## src/rtl/reg_bank_pkg.sv

```systemverilog
// Shared definitions for the register-bank load arbiter.
//   state_t  : arbiter FSM states
//   NUM_REQ  : number of requesters / bank registers
//   IDX_W    : width of a requester index
//   rr_next  : round-robin successor, (p + 1) mod NUM_REQ
package reg_bank_pkg;

    localparam int NUM_REQ = 3;
    localparam int IDX_W   = 2;

    typedef enum logic [1:0] {
        IDLE  = 2'd0,
        SETUP = 2'd1,
        LOAD  = 2'd2,
        ACK   = 2'd3
    } state_t;

    function automatic logic [IDX_W-1:0] rr_next(input logic [IDX_W-1:0] p);
        return (p == 2'd2) ? 2'd0 : p + 2'd1;
    endfunction

endpackage

```

## src/rtl/reg_bank3.sv

```systemverilog
// Three DW-bit bank registers fed from one shared source bus.
//   clk, rst_n : clock, synchronous active-low reset
//   d          : shared source bus
//   ld_en      : per-register load enable (one-hot or zero)
//   q0..q2     : register contents
module reg_bank3 #(
    parameter int DW = 8
) (
    input  logic          clk,
    input  logic          rst_n,
    input  logic [DW-1:0] d,
    input  logic [2:0]    ld_en,
    output logic [DW-1:0] q0,
    output logic [DW-1:0] q1,
    output logic [DW-1:0] q2
);

    always_ff @(posedge clk) begin
        if (!rst_n) begin
            q0 <= '0;
            q1 <= '0;
            q2 <= '0;
        end else begin
            if (ld_en[0]) q0 <= d;
            if (ld_en[1]) q1 <= d;
            if (ld_en[2]) q2 <= d;
        end
    end

endmodule

```

## src/rtl/reg_bank_load_arbiter.sv

```systemverilog
// Round-robin load arbiter for a three-register bank sharing one data bus.
// A winner is chosen in IDLE, its data latched onto d, held SETUP_CYC cycles,
// strobed into its bank register (LOAD), then acknowledged (ACK).
//   clk, rst_n         : clock, synchronous active-low reset
//   req[2:0]           : per-requester load request
//   wdata0..2          : requester data, sampled in the grant cycle only
//   ack[2:0]           : one-cycle completion pulse
//   busy               : FSM not in IDLE
//   last_grant[1:0]    : index of most recently completed grant
//   d                  : shared bus into the bank
//   ld_en[2:0]         : one-hot bank load strobe
//   q0..q2             : bank register contents
module reg_bank_load_arbiter
    import reg_bank_pkg::*;
#(
    parameter int DW        = 8,
    parameter int SETUP_CYC = 1
) (
    input  logic          clk,
    input  logic          rst_n,
    input  logic [2:0]    req,
    input  logic [DW-1:0] wdata0,
    input  logic [DW-1:0] wdata1,
    input  logic [DW-1:0] wdata2,
    output logic [2:0]    ack,
    output logic          busy,
    output logic [1:0]    last_grant,
    output logic [DW-1:0] d,
    output logic [2:0]    ld_en,
    output logic [DW-1:0] q0,
    output logic [DW-1:0] q1,
    output logic [DW-1:0] q2
);

    // Terminal value of the setup counter; unused when SETUP_CYC is 0.
    localparam logic [3:0] SETUP_LAST = 4'((SETUP_CYC == 0) ? 0 : SETUP_CYC - 1);

    state_t           state, state_nxt;
    logic [IDX_W-1:0] ptr;
    logic [IDX_W-1:0] win;
    logic [3:0]       cnt;

    // Round-robin search starting at ptr.
    logic             found;
    logic [IDX_W-1:0] pick;
    logic [IDX_W-1:0] idx;

    always_comb begin
        found = 1'b0;
        pick  = ptr;
        idx   = ptr;
        for (int k = 0; k < NUM_REQ; k++) begin
            if (!found && req[idx]) begin
                found = 1'b1;
                pick  = idx;
            end
            idx = rr_next(idx);
        end
    end

    always_ff @(posedge clk) begin
        if (!rst_n) state <= IDLE;
        else        state <= state_nxt;
    end

    always_comb begin
        state_nxt = state;
        ld_en     = '0;
        ack       = '0;
        case (state)
            IDLE:  if (found) state_nxt = (SETUP_CYC > 0) ? SETUP : LOAD;
            SETUP: if (cnt == SETUP_LAST) state_nxt = LOAD;
            LOAD: begin
                ld_en[win] = 1'b1;
                state_nxt  = ACK;
            end
            ACK: begin
                ack[win]  = 1'b1;
                state_nxt = IDLE;
            end
            default: state_nxt = IDLE;
        endcase
    end

    assign busy = (state != IDLE);

    // Datapath: winner/data latch in IDLE, setup count, pointer update in ACK.
    always_ff @(posedge clk) begin
        if (!rst_n) begin
            d          <= '0;
            win        <= '0;
            ptr        <= '0;
            last_grant <= '0;
            cnt        <= '0;
        end else begin
            case (state)
                IDLE: if (found) begin
                    win <= pick;
                    cnt <= '0;
                    case (pick)
                        2'd0:    d <= wdata0;
                        2'd1:    d <= wdata1;
                        default: d <= wdata2;
                    endcase
                end
                SETUP: cnt <= cnt + 4'd1;
                ACK: begin
                    last_grant <= win;
                    ptr        <= rr_next(win);
                end
                default: ;
            endcase
        end
    end

    reg_bank3 #(.DW(DW)) u_bank (
        .clk   (clk),
        .rst_n (rst_n),
        .d     (d),
        .ld_en (ld_en),
        .q0    (q0),
        .q1    (q1),
        .q2    (q2)
    );

endmodule

```

## config.mk

```make
export PLATFORM = sky130hd
export DESIGN_NAME = reg_bank_load_arbiter
export DESIGN_NICKNAME = d
export VERILOG_FILES = /design/src/rtl/reg_bank_pkg.sv /design/src/rtl/reg_bank3.sv /design/src/rtl/reg_bank_load_arbiter.sv
export SDC_FILE = /design/constraint.sdc
export NUM_CORES = 1
export LEC_CHECK = 0
export ABC_AREA = 0
export BUFFER_PORTS_ARGS = -buffer_cell sky130_fd_sc_hd__buf_2
export CELL_PAD_IN_SITES_DETAIL_PLACEMENT = 1
export CELL_PAD_IN_SITES_GLOBAL_PLACEMENT = 1
export CORE_MARGIN = 2
export CORE_UTILIZATION = 39
export CTS_CLUSTER_DIAMETER = 120
export DETAILED_ROUTE_END_ITERATION = 10
export PLACE_DENSITY_LB_ADDON = 0.12
export REMOVE_ABC_BUFFERS = 1
export SLEW_MARGIN = 0
export SYNTH_ARGS = -nofsm -noshare
export SYNTH_HDL_FRONTEND = slang
export SYNTH_SLANG_ARGS = --single-unit
```

## constraint.sdc

```tcl
create_clock -name clk -period 4.5 [get_ports clk]
set_clock_uncertainty 0.1 [all_clocks]
set_input_delay 1.35 -clock clk [delete_from_list [all_inputs] [get_ports clk]]
set_output_delay 1.35 -clock clk [all_outputs]
set_load 0.01 [all_outputs]
```

== After elaboration in Yosys (flattened, before gate mapping) ==
Cells that the tools add are included.
Widths: inputs -> output; s select.

* Register bits: 44
* Output and inout bits: 41

* $add $sub $neg: 4
* $lt $le $gt $ge: 5
* Equality and inequality tests: 9
* Multiplexer cells: 24
* Reductions and logical operators: 13

{| class="wikitable"
|+ Operators by type and width
! kind !! number
|-
| $pmux 8 s2 || 1
|-
| $mux 2 || 7
|-
| $lt 2x3->1 const B || 4
|-
| $eq 2x2->1 const B || 5
|-
| $pmux 2 s4 || 1
|-
| $pmux 4 s2 || 1
|-
| $mux 1 || 7
|-
| $add 2x1->2 const B || 3
|-
| $bmux 1 s2 || 3
|-
| $mux 3 || 2
|-
| $reduce_and 2->1 || 3
|-
| $add 4x1->4 const B || 1
|-
| $eq 2x1->1 const B || 2
|-
| $logic_not 2->1 || 2
|-
| $logic_not 4->1 || 1
|-
| $mux 4 || 1
|-
| $ne 2x2->1 const B || 2
|-
| $reduce_bool 2->1 || 2
|-
| $logic_and 1x1->1 || 3
|-
| $demux 1 s2 || 1
|-
| $ge 2x1->1 const B || 1
|-
| $logic_not 1->1 || 2
|}

== Longest topological paths before layout ==
* Depth in word-level cells: 11
* Gate-level depth with buffers: 6

== Cells and area by module ==
Synthesis repeated with hierarchy kept, for this count alone.

* Cell total of the unflattened synthesis: 207
* Area, all modules: 2084.5 µm²

{| class="wikitable"
|+ By module, submodules not included
! module !! times used !! cells an instance !! area an instance (µm²)
|-
| reg_bank_load_arbiter || 1 || 130 || 1169.9
|-
| reg_bank3 || 1 || 77 || 914.6
|}

== Worst setup path before layout ==
No wires, ideal clock.

* Path type: register to output
* Start point: register state[0]
* End point: output port ld_en[1]
* Data arrival time: 1131 ps
* Path slack: 1919 ps
* Stages on the path, launching flop included: 5
* Cell sequence: dfxtp_1 inv_1 ha_1 nand3b_1 clkinv_1

* Word-level cells in the longest chain between the ends: 2

{| class="wikitable"
|+ RTL lines
! item !! line !! source
|-
| start, declared || reg_bank_load_arbiter.sv:38 || <nowiki>state_t state, state_nxt;</nowiki>
|-
| start signal, assigned || reg_bank_load_arbiter.sv:63 || <nowiki>else state <= state_nxt;</nowiki>
|-
| $eq 2x2->1 || reg_bank_load_arbiter.sv:70 || <nowiki>case (state)</nowiki>
|-
| $mux 3 || reg_bank_load_arbiter.sv:70 ||
|-
| end, declared || reg_bank_load_arbiter.sv:29 || <nowiki>output logic [2:0] ld_en,</nowiki>
|}

No other way between the ends.

== Worst setup path in the final report ==
* Start point: register state[0]
* End point: output port ld_en[2]

The elaborated chain is that of the path after synthesis.

==> run summary <==
RSZ-0062 raised after global routing -> false
Distinct cells, synth -> 45
largest net degree at the start of global routing -> 31
Hold Crit Start -> u_bank.q2[3]$_SDFFE_PN0P_
most common cell after layout, fill and taps aside -> buf_2
Main synth FF type -> dfxtp_1
relative slew slack -> 0.331
clk sinks -> 44
number of global-route vias before repair -> 2038
drc violations -> 0
Hold Path Cell Cnt -> 2
Setup violations, final -> 0
# diodes -> 0
flop-to-flop setup slack -> 2360 ps
initial core utilization -> 0.397
Post-CTS Resized -> 0
die height -> 78.4 um
Mapped Area -> 2160 um2
CTS root buf -> clkbuf_8
Hold Crit Class -> flip-flop to flip-flop
Initial DRT Pass Iterations -> 4
cts bufs inserted -> 5
Worst-Skew Late Latency -> 300 ps
share of cells above drive strength 1 -> 0.272
dpl ws -> 1330 ps
CP Data Arrival Time -> 2000 ps
vias per cell -> 5.32
status -> complete, no violations
Psw -> 479 uW
Final min period -> 3450 ps
Synth Instances -> 261
RR Endpoint -> d[3]$_SDFFE_PN0P_
Leak Pwr -> 1.10 nW
Max Clk Rate -> 290 MHz
Final Cycle Share -> 0.768
Crit path required time -> 3050 ps
part of the power in registers -> 0.419
maximum VDD drop -> 0.253 mV
DR iter-0 viols -> 80
row count -> 27
Clock Power Share -> 0.240
Ports -> 70
sum of negative setup slack -> 0 ps
Seq/Total Area, Yosys -> 0.408
synth warn -> 0
Worst setup EP type -> primary output
vias post-DR -> 2105
WS Path Type -> flip-flop to primary output
post-DP HPWL -> 4.61 mm
Synth Area per Inst -> 8.26 um2
GRT Util Overall -> 0.219
CTS tree -> built
combinational share of power -> 0.342
Die X -> 78.4 um
total grt overflow -> 0
Core Area -> 5440 um2
Final WS setup -> 1050 ps
Final Wtd Congestion -> 0.824
FF-to-FF Start -> ptr[1]$_SDFFE_PN0P_
Max FO, Critical Path -> 9
hold worst-path end -> u_bank.q2[3]$_SDFFE_PN0P_
Fin. Hold Viols -> 0
H-tree levels -> 2
most frequent cells in the layout -> buf_2, nand2_1, dfxtp_1, a21oi_1, o21ai_0
Pint -> 784 uW
Routed WL -> 6.42 mm
FFs w/ async S/R, synth -> 0
maxcap violations -> 0
CTS Hold Buffers Added -> 0
#FFs+latches synth -> 44
antenna violations before repair -> 0
full die area -> 6140 um2
Pwr per Cell Area -> 481 nW/um2
Post-synth EDFFs -> 0
reg2reg path depth -> 4
Post-CTS Setup Inserts -> 0
port bufs -> 69
average routed wire per standard cell -> 16.2 um
Worst-Margin Slew -> 1000 ps
Sw Share -> 0.379
CP Launch Type -> flip-flop
Synth-to-Final Area Change -> 21.8%
Nets -> 358
Clock Pin Slew Worst Setup and Hold Paths -> 90 ps
Final Max Tran Viols -> 0
first-pass GRT wire length -> 10.4 mm
CTS Buffer Depth -> 2
post-route ant nets -> 0
## sequential cells by signal (all words and copies together), names as in the netlist
register / flops
win: 2
last_grant: 2
ptr: 2
d: 8
state: 2
u_bank.q2: 8
u_bank.q1: 8
u_bank.q0: 8
cnt: 4
## worst max-delay path, cell delays in order, from the launching register on
cell	delay, ps
dfxtp_1	390
inv_1	90
ha_1	250
nand3b_1	350
clkinv_1	370
buf_2	240
## Yosys cell counts (3+ instances only)
library cell	instances	share of area
dfxtp_1	44	0.41
nand2_1	44	0.077
a21oi_1	28	0.065
o21ai_0	25	0.058
nor2_1	18	0.031
mux2i_1	10	0.046
a311oi_1	8	0.032
a31oi_1	8	0.023
ha_1	6	0.035
inv_1	6	0.010
buf_2	5	0.012
clkbuf_1	5	0.0087
nor2b_1	4	0.012
nor3_1	4	0.0093
a211oi_1	3	0.010
nand3_1	3	0.0070
o21a_1	3	0.010
## power by group through the flow
stage | Sequential [mW] | Clock [mW] | Combinational [mW]
6_report | 0.529 | 0.303 | 0.431
5_1_grt | 0.539 | 0.327 | 0.483
2_1_floorplan | 0.532 | 0 | 0.264
4_1_cts | 0.529 | 0.307 | 0.438
3_3_place_gp | 0.536 | 0 | 0.427
3_5_place_dp | 0.538 | 0 | 0.434
## logic make-up after synthesis
logic type	after synthesis	share of synthesized area
buffers and inverters	25	0.0568
AO/OA/AOI/OAI	89	0.269
XOR/XNOR	1	0.00406
adder cells (fa/ha/maj)	6	0.0348
multiplexers	10	0.0464
AND/OR/NAND/NOR	86	0.181
flip-flops	44	0.408
## per-layer routing
metal / vias up / wire length (um) / GRT usage
met5: - / 0 / 0
met4: 0 / 57 / 0.0509
met1: 1000 / 3000 / 0.280
met2: 54 / 3030 / 0.379
met3: 5 / 334 / 0.0448
li1: 1046 / - / -
## through the flow
stage	cell area [um2]	util	power (mW)	cells	hold slack [ps]
CTS	2630	0.483	1.27	396	358
detailed placement	2520	0.463	0.972	388	346
floorplan	2070	-	0.796	246	355
global placement	2520	0.463	0.963	388	339
finish	2630	0.483	1.26	396	352
global route	2630	0.483	1.35	396	380
## worst max-delay path by stage
stage,start,to,slack (ps),depth (start not counted)
5_1_grt,state[0]$_SDFFE_PN0P_,ld_en[1],890,5
3_5_place_dp,state[0]$_SDFFE_PN0P_,ld_en[2],1330,5
4_1_cts,state[0]$_SDFFE_PN0P_,ld_en[2],1010,5
3_3_place_gp,state[0]$_SDFFE_PN0P_,ld_en[2],1360,5
2_1_floorplan,state[0]$_SDFFE_PN0P_,ld_en[0],1330,3
6_report,state[0]$_SDFFE_PN0P_,ld_en[2],1050,5
## layout make-up
class                           count  area [um2]
Clock buffer                        6        72.6
Sequential cell                    44         881
Clock inverter                      2        35.0
Fill cell                         712        2810
Timing Repair Buffer               70         353
Tap cell                           72        90.1
Multi-Input combinational cell    192        1160
Inverter                           10        37.5
No activity file was read; power rests on OpenSTA's default activity.
